**src/rtl/fft_8_reorder.sv**
```systemverilog
// Rewrites bit-reversed FFT frames into natural order via a ping-pong two-bank buffer.
// Latency: out_start is high 2 cycles after the in_end cycle; output frames are N cycles, gapless back-to-back.
// No backpressure: input is accepted every cycle, framing errors pulse err and drop the frame.
module fft_8_reorder #(
  parameter int LAYER = 3,
  parameter int DW    = 32
) (
  input  logic          clk,
  input  logic          rst,
  input  logic          in_start,
  input  logic          in_end,
  input  logic [DW-1:0] in_real,
  input  logic [DW-1:0] in_img,
  output logic          out_valid,
  output logic          out_start,
  output logic          out_end,
  output logic [DW-1:0] out_real,
  output logic [DW-1:0] out_img,
  output logic          err
);

  localparam int N = 1 << LAYER;
  localparam logic [LAYER-1:0] LAST = LAYER'(N - 1);

  typedef enum logic {W_IDLE, W_WRITE} wstate_t;

  // Two banks of N samples; the top address bit selects the bank.
  logic [DW-1:0] mem_real [0:2*N-1];
  logic [DW-1:0] mem_img  [0:2*N-1];

  wstate_t          wstate_q, wstate_d;
  logic [LAYER-1:0] wcnt_q, wcnt_d;
  logic             wbank_q, wbank_d;
  logic             rd_active_q, rd_active_d;
  logic [LAYER-1:0] rcnt_q, rcnt_d;
  logic             rbank_q, rbank_d;
  logic             out_valid_q, out_valid_d;
  logic             out_start_q, out_start_d;
  logic             out_end_q, out_end_d;
  logic [DW-1:0]    out_real_q, out_real_d;
  logic [DW-1:0]    out_img_q, out_img_d;

  logic             we;
  logic [LAYER-1:0] widx;
  logic             frame_done;
  logic             err_d;
  logic [LAYER:0]   raddr;

  function automatic logic [LAYER-1:0] bitrev(input logic [LAYER-1:0] v);
    logic [LAYER-1:0] r;
    for (int b = 0; b < LAYER; b++) r[b] = v[LAYER-1-b];
    return r;
  endfunction

  // Write side: track frame position, detect framing errors, hand off completed banks.
  always_comb begin
    wstate_d   = wstate_q;
    wcnt_d     = wcnt_q;
    wbank_d    = wbank_q;
    we         = 1'b0;
    widx       = '0;
    frame_done = 1'b0;
    err_d      = 1'b0;
    if (in_start) begin
      // A start always (re)opens a frame at index 0; start+end together is an end at index 0.
      we = 1'b1;
      if (in_end) begin
        err_d    = 1'b1;
        wstate_d = W_IDLE;
      end else begin
        err_d    = (wstate_q == W_WRITE);
        wstate_d = W_WRITE;
        wcnt_d   = LAYER'(1);
      end
    end else if (wstate_q == W_WRITE) begin
      we   = 1'b1;
      widx = wcnt_q;
      if (wcnt_q == LAST) begin
        wstate_d = W_IDLE;
        if (in_end) begin
          frame_done = 1'b1;
          wbank_d    = ~wbank_q;
        end else begin
          err_d = 1'b1;
        end
      end else if (in_end) begin
        err_d    = 1'b1;
        wstate_d = W_IDLE;
      end else begin
        wcnt_d = wcnt_q + LAYER'(1);
      end
    end
  end

  // Read side: sweep the completed bank in bit-reversed address order into registered outputs.
  always_comb begin
    rd_active_d = rd_active_q;
    rcnt_d      = rcnt_q;
    rbank_d     = rbank_q;
    raddr       = {rbank_q, bitrev(rcnt_q)};
    out_valid_d = rd_active_q;
    out_start_d = rd_active_q && (rcnt_q == '0);
    out_end_d   = rd_active_q && (rcnt_q == LAST);
    out_real_d  = rd_active_q ? mem_real[raddr] : '0;
    out_img_d   = rd_active_q ? mem_img[raddr]  : '0;
    if (rd_active_q) begin
      rcnt_d = rcnt_q + LAYER'(1);
      if (rcnt_q == LAST) rd_active_d = 1'b0;
    end
    // A completion can coincide with the last read of the previous frame; the new frame wins.
    if (frame_done) begin
      rd_active_d = 1'b1;
      rcnt_d      = '0;
      rbank_d     = wbank_q;
    end
  end

  // Sample buffer: written in place, never cleared.
  always_ff @(posedge clk) begin
    if (we) begin
      mem_real[{wbank_q, widx}] <= in_real;
      mem_img[{wbank_q, widx}]  <= in_img;
    end
  end

  // State and output registers with synchronous reset.
  always_ff @(posedge clk) begin
    if (rst) begin
      wstate_q    <= W_IDLE;
      wcnt_q      <= '0;
      wbank_q     <= 1'b0;
      rd_active_q <= 1'b0;
      rcnt_q      <= '0;
      rbank_q     <= 1'b0;
      out_valid_q <= 1'b0;
      out_start_q <= 1'b0;
      out_end_q   <= 1'b0;
      out_real_q  <= '0;
      out_img_q   <= '0;
    end else begin
      wstate_q    <= wstate_d;
      wcnt_q      <= wcnt_d;
      wbank_q     <= wbank_d;
      rd_active_q <= rd_active_d;
      rcnt_q      <= rcnt_d;
      rbank_q     <= rbank_d;
      out_valid_q <= out_valid_d;
      out_start_q <= out_start_d;
      out_end_q   <= out_end_d;
      out_real_q  <= out_real_d;
      out_img_q   <= out_img_d;
    end
  end

  assign out_valid = out_valid_q;
  assign out_start = out_start_q;
  assign out_end   = out_end_q;
  assign out_real  = out_real_q;
  assign out_img   = out_img_q;
  // err flags the offending input cycle itself, so it is not registered.
  assign err       = err_d & ~rst;

endmodule

```
**config.mk**
```make
export PLATFORM = sky130hd
export DESIGN_NAME = fft_8_reorder
export DESIGN_NICKNAME = d
export VERILOG_FILES = /design/src/rtl/fft_8_reorder.sv
export SDC_FILE = /design/constraint.sdc
export NUM_CORES = 1
export LEC_CHECK = 0
export ABC_CLOCK_PERIOD_IN_PS = 8550
export CORE_MARGIN = 2
export CORE_UTILIZATION = 44
export DETAILED_ROUTE_END_ITERATION = 12
export PLACE_DENSITY = 0.66
export SETUP_SLACK_MARGIN = 0.05
export SLEW_MARGIN = 5
export SYNTH_ARGS = -nofsm -noshare
export SYNTH_HDL_FRONTEND = slang
export SYNTH_SLANG_ARGS = --single-unit
```
**constraint.sdc**
```tcl
create_clock -name clk -period 8.55 [get_ports clk]
set_input_delay 0.855 -clock clk [delete_from_list [all_inputs] [get_ports clk]]
set_output_delay 0.855 -clock clk [all_outputs]
set_load 0.05 [all_outputs]
```
==> results.md <==
- Outcome: finished, final reports clean
- Hold wc startpoint: out_valid_d$_SDFF_PP0_
- Routed vias/inst: between 5 and 6
- Multi-input gate area: about 0.0085 mm^2
- Hold crit path type: flip-flop to flip-flop
- Largest net degree at the start of global routing: between 100 and 150
- Cell taking the most area after synthesis: edfxtp_1
- Post-synthesis cell type count: 32
- Endpoints failing setup: 0
- First-pass GRT wire length: between 100000 and 150000 um
- R2R depth: 6
- Clock power frac: between 40% and 50%
- Most numerous cell on the critical path: ha_1
- Die height: 312 um
- Warnings from Yosys: 0
- Switching power share of the total: 19.0%
- Flop pwr share: between 50% and 60%
- Combinational fraction of design power: between 1 and 1.5%
- Hold EP: out_valid_d$_SDFF_PP0_
- Clock Sink Count: 1101
- Die area: approximately 0.097 mm^2
- Max FO, Critical Path: 9
- Asr flop ratio synth: 0%
- Final Cycle Share: between 40% and 50%
- Initial antenna violation count: 1
- #FFs+latches synth: between 1000 and 1500
- Max-Cap Viols: 0
- Filler cell count: approximately 7400
- Slowest cell on the critical path: clkdlybuf4s50_1
- Die W: 312 um
- Routability cong.: ~0.74
- Total number of vias: approximately 21000
- CP Data Required Time: roughly 7700 ps
- H-Tree Depth: 3
- Post-cts sizing count: 0
- Post-Route WL: around 90000 um
- Register area: between 0.03 and 0.04 mm^2
- Top Ports: between 100 and 150
- Overflow after GRT: 0
- Final worst path period need: about 4000 ps
- Synth area leaders: edfxtp_1 (74%), mux2i_1 (12%), a22oi_1 (4.6%)
- Gr usage total: between 10% and 20%
- Clock transition at path regs: roughly 60 ps
- Crit path kind: flip-flop to primary output
- Area growth from synthesis to layout: 14.9%
- Cell Rows: around 110
- Critical path arrival: around 3100 ps
- Number of port buffers: between 100 and 150
- Layout cells sized above 1: about 9.0%
- R2r endpoint: out_real[1]$_SDFF_PP0_
- Worst slew margin: 21.7%
- Hold-fix buffers, CTS: 0
- Cell area after synthesis: 0.0416 mm^2
- Crit path cell chain: ha_1 > ha_1 > inv_1 > ha_1 > nand2_1 > a21oi_1 > clkdlybuf4s50_1
- Pins Over Slew Limit: 0
- Final HPWL DP: ~46000 um
- # DRC: 0
- Inserted Diodes: 0
- CP startpoint kind: flip-flop
- Mapped Nets: around 2300
- Cell Pwr Density: approximately 230 mW/mm^2
- Clk Latency, worst-skew pair: about 680 ps
- Initial Utilization: 44.5%
- Finished Core Util: around half
- Final-report hold violation count: 0
- Fin Setup TNS: 0 ps
- Final Hold Slack: about 560 ps
- Reg2Reg Launch Point: rcnt_q[2]$_SDFFE_PP0P_
- RSZ-0062 raised after global routing: no
- Iter 0 DRT Violations: ~1600
- TritonCTS buffer count: roughly 110
- Clk root buf: clkbuf_16
- Clock Skews: around 21 ps
- CTS tree: built
- Worst setup EP type: primary output
- P_sw: approximately 2.1 mW
- Fmax: ~0.25 GHz
- Clk buf depth: 3
- Core Box Area: between 0.09 and 0.1 mm^2
- EDFF count, synth: between 1000 and 1500
- Antenna viol nets, final: 0
- First-pass DRT Iterations: 5
- Slowest stage delay, CP: around 860 ps
- Peak VDD IR: approximately 0.16 mV
- Hold path depth: 2
- P_int: around 8.9 mW
- Synth Flop Type: edfxtp_1
- Leak Pwr: 14.5 nW
- Final nets: 2491
- Yosys top cell area share: between 70% and 80%
- Number of global-route vias before repair: approximately 22000
- Drt wl/cell: 23.8 um
- Worst slew pin tran: 1180 ps
- Mapped Cells: 2265
- Mean Syn Cell Area: approximately 18 um^2
- Sequential-to-total area share from yosys stat: between 70% and 80%
- Post-CTS Setup Bufs: 0
- R2R setup slack: 5050 ps
## area by class of cell
| class | instances | share of cell area, % |
|---|---|---|
| Sequential cell | 1101 | 67.5 |
| Multi-Input combinational cell | 1032 | 17.9 |
| Clock buffer | 145 | 6.17 |
| Timing Repair Buffer | 170 | 3.43 |
| Tap cell | 1254 | 3.28 |
| Clock inverter | 59 | 1.69 |
| Inverter | 4 | 0.0314 |
## stage by stage
step           total power, mW  instances  area [um^2]  setup slack [ps]
6_report                  11.0       3765        47800              4590
5_1_grt                   11.3       3765        47800              4420
3_3_place_gp              6.18       3561        44100              4240
4_1_cts                   11.1       3765        47800              4490
2_1_floorplan             6.07       2265        41600               811
3_5_place_dp              6.19       3561        44100              4120
## critical path: cells and delay by family, from the launching register on
family	cells	cell delay (ps)
buffers and inverters	2	910
AO/OA/AOI/OAI	1	250
adder cells (fa/ha/maj)	3	690
AND/OR/NAND/NOR	1	60
flip-flops	1	520
## cells in the mapped netlist, drive strengths merged, types with 4 or more instances
cell	instances
dfxtp	77
nor3	4
clkbuf	38
inv	4
nor2b	6
nand2	131
nand3b	4
ha	7
nor2	19
o22ai	64
edfxtp	1024
a21oi	4
a22oi	257
buf	90
mux2i	515
nand2b	8
## cells by family (layout without fill, tap and decap cells)
family,after synthesis,count (layout),share of synthesized area (%)
AOI/OAI and AO/OA,327,327,5.68
xor gates and xnor gates,2,2,0.0421
adders and majority gates,7,7,0.210
buffers and inverters,132,378,2.24
DFF,1101,1101,77.6
muxes,515,515,12.4
and+or+nand+nor,181,181,1.85
## placed cells by master, fill, tap and decap left out, types with 8 or more instances in the layout
cell             count
clkdlybuf4s50_1    135
clkbuf_16          108
nor2_4              11
mux2i_1            515
clkinv_2            21
bufinv_16           17
clkbuf_1            26
nor2_1               8
buf_4               33
edfxtp_1          1024
o22ai_1             64
dfxtp_1             76
a22oi_1            257
nand2_1            130
clkbuf_8            11
clkinv_1            10
## power by group through the flow
stage | sequential (mW) | clock (mW) | combinational, mW
final | 5.92 | 4.92 | 0.156
after detailed placement | 6.03 | 0 | 0.157
after global placement | 6.03 | 0 | 0.148
after global routing | 5.92 | 5.22 | 0.172
after CTS | 5.92 | 5.00 | 0.158
after floorplan | 6.03 | 0 | 0.0424
## how the worst max path moves through the flow
stage,start,endpoint,slack (ps),cells after the start
2_1_floorplan,in_start,mem_img[12][0]$_DFFE_PP_,810,2
3_3_place_gp,in_start,mem_img[5][20]$_DFFE_PP_,4240,5
3_5_place_dp,in_start,mem_img[10][11]$_DFFE_PP_,4120,5
4_1_cts,wcnt_q[0]$_SDFFE_PP0P_,err,4490,7
5_1_grt,wcnt_q[0]$_SDFFE_PP0P_,err,4420,7
6_report,wcnt_q[0]$_SDFFE_PP0P_,err,4590,7
## registers in the layout, summed over array words and instances, names as in the netlist
signal / count
rbank_q: 1
wcnt_q: 3
out_valid: 1
out_img: 32
out_end: 1
mem_real: 512
mem_img: 512
out_start: 1
wstate_q: 1
out_valid_d: 1
wbank_q: 1
rcnt_q: 3
out_real: 32
## layer usage
layer / share of wire [%] / global-route usage (%) / wire length, um / up-vias
met2: 50 / 31.0 / 44900 / 637
li1: - / - / - / 9359
met3: 5.8 / 2.72 / 5210 / 125
met4: 1.8 / 4.70 / 1600 / 2
met5: 0.010 / 0 / 9 / -
met1: 42 / 24.4 / 38000 / 10800
No activity file was read; power rests on OpenSTA's default activity.
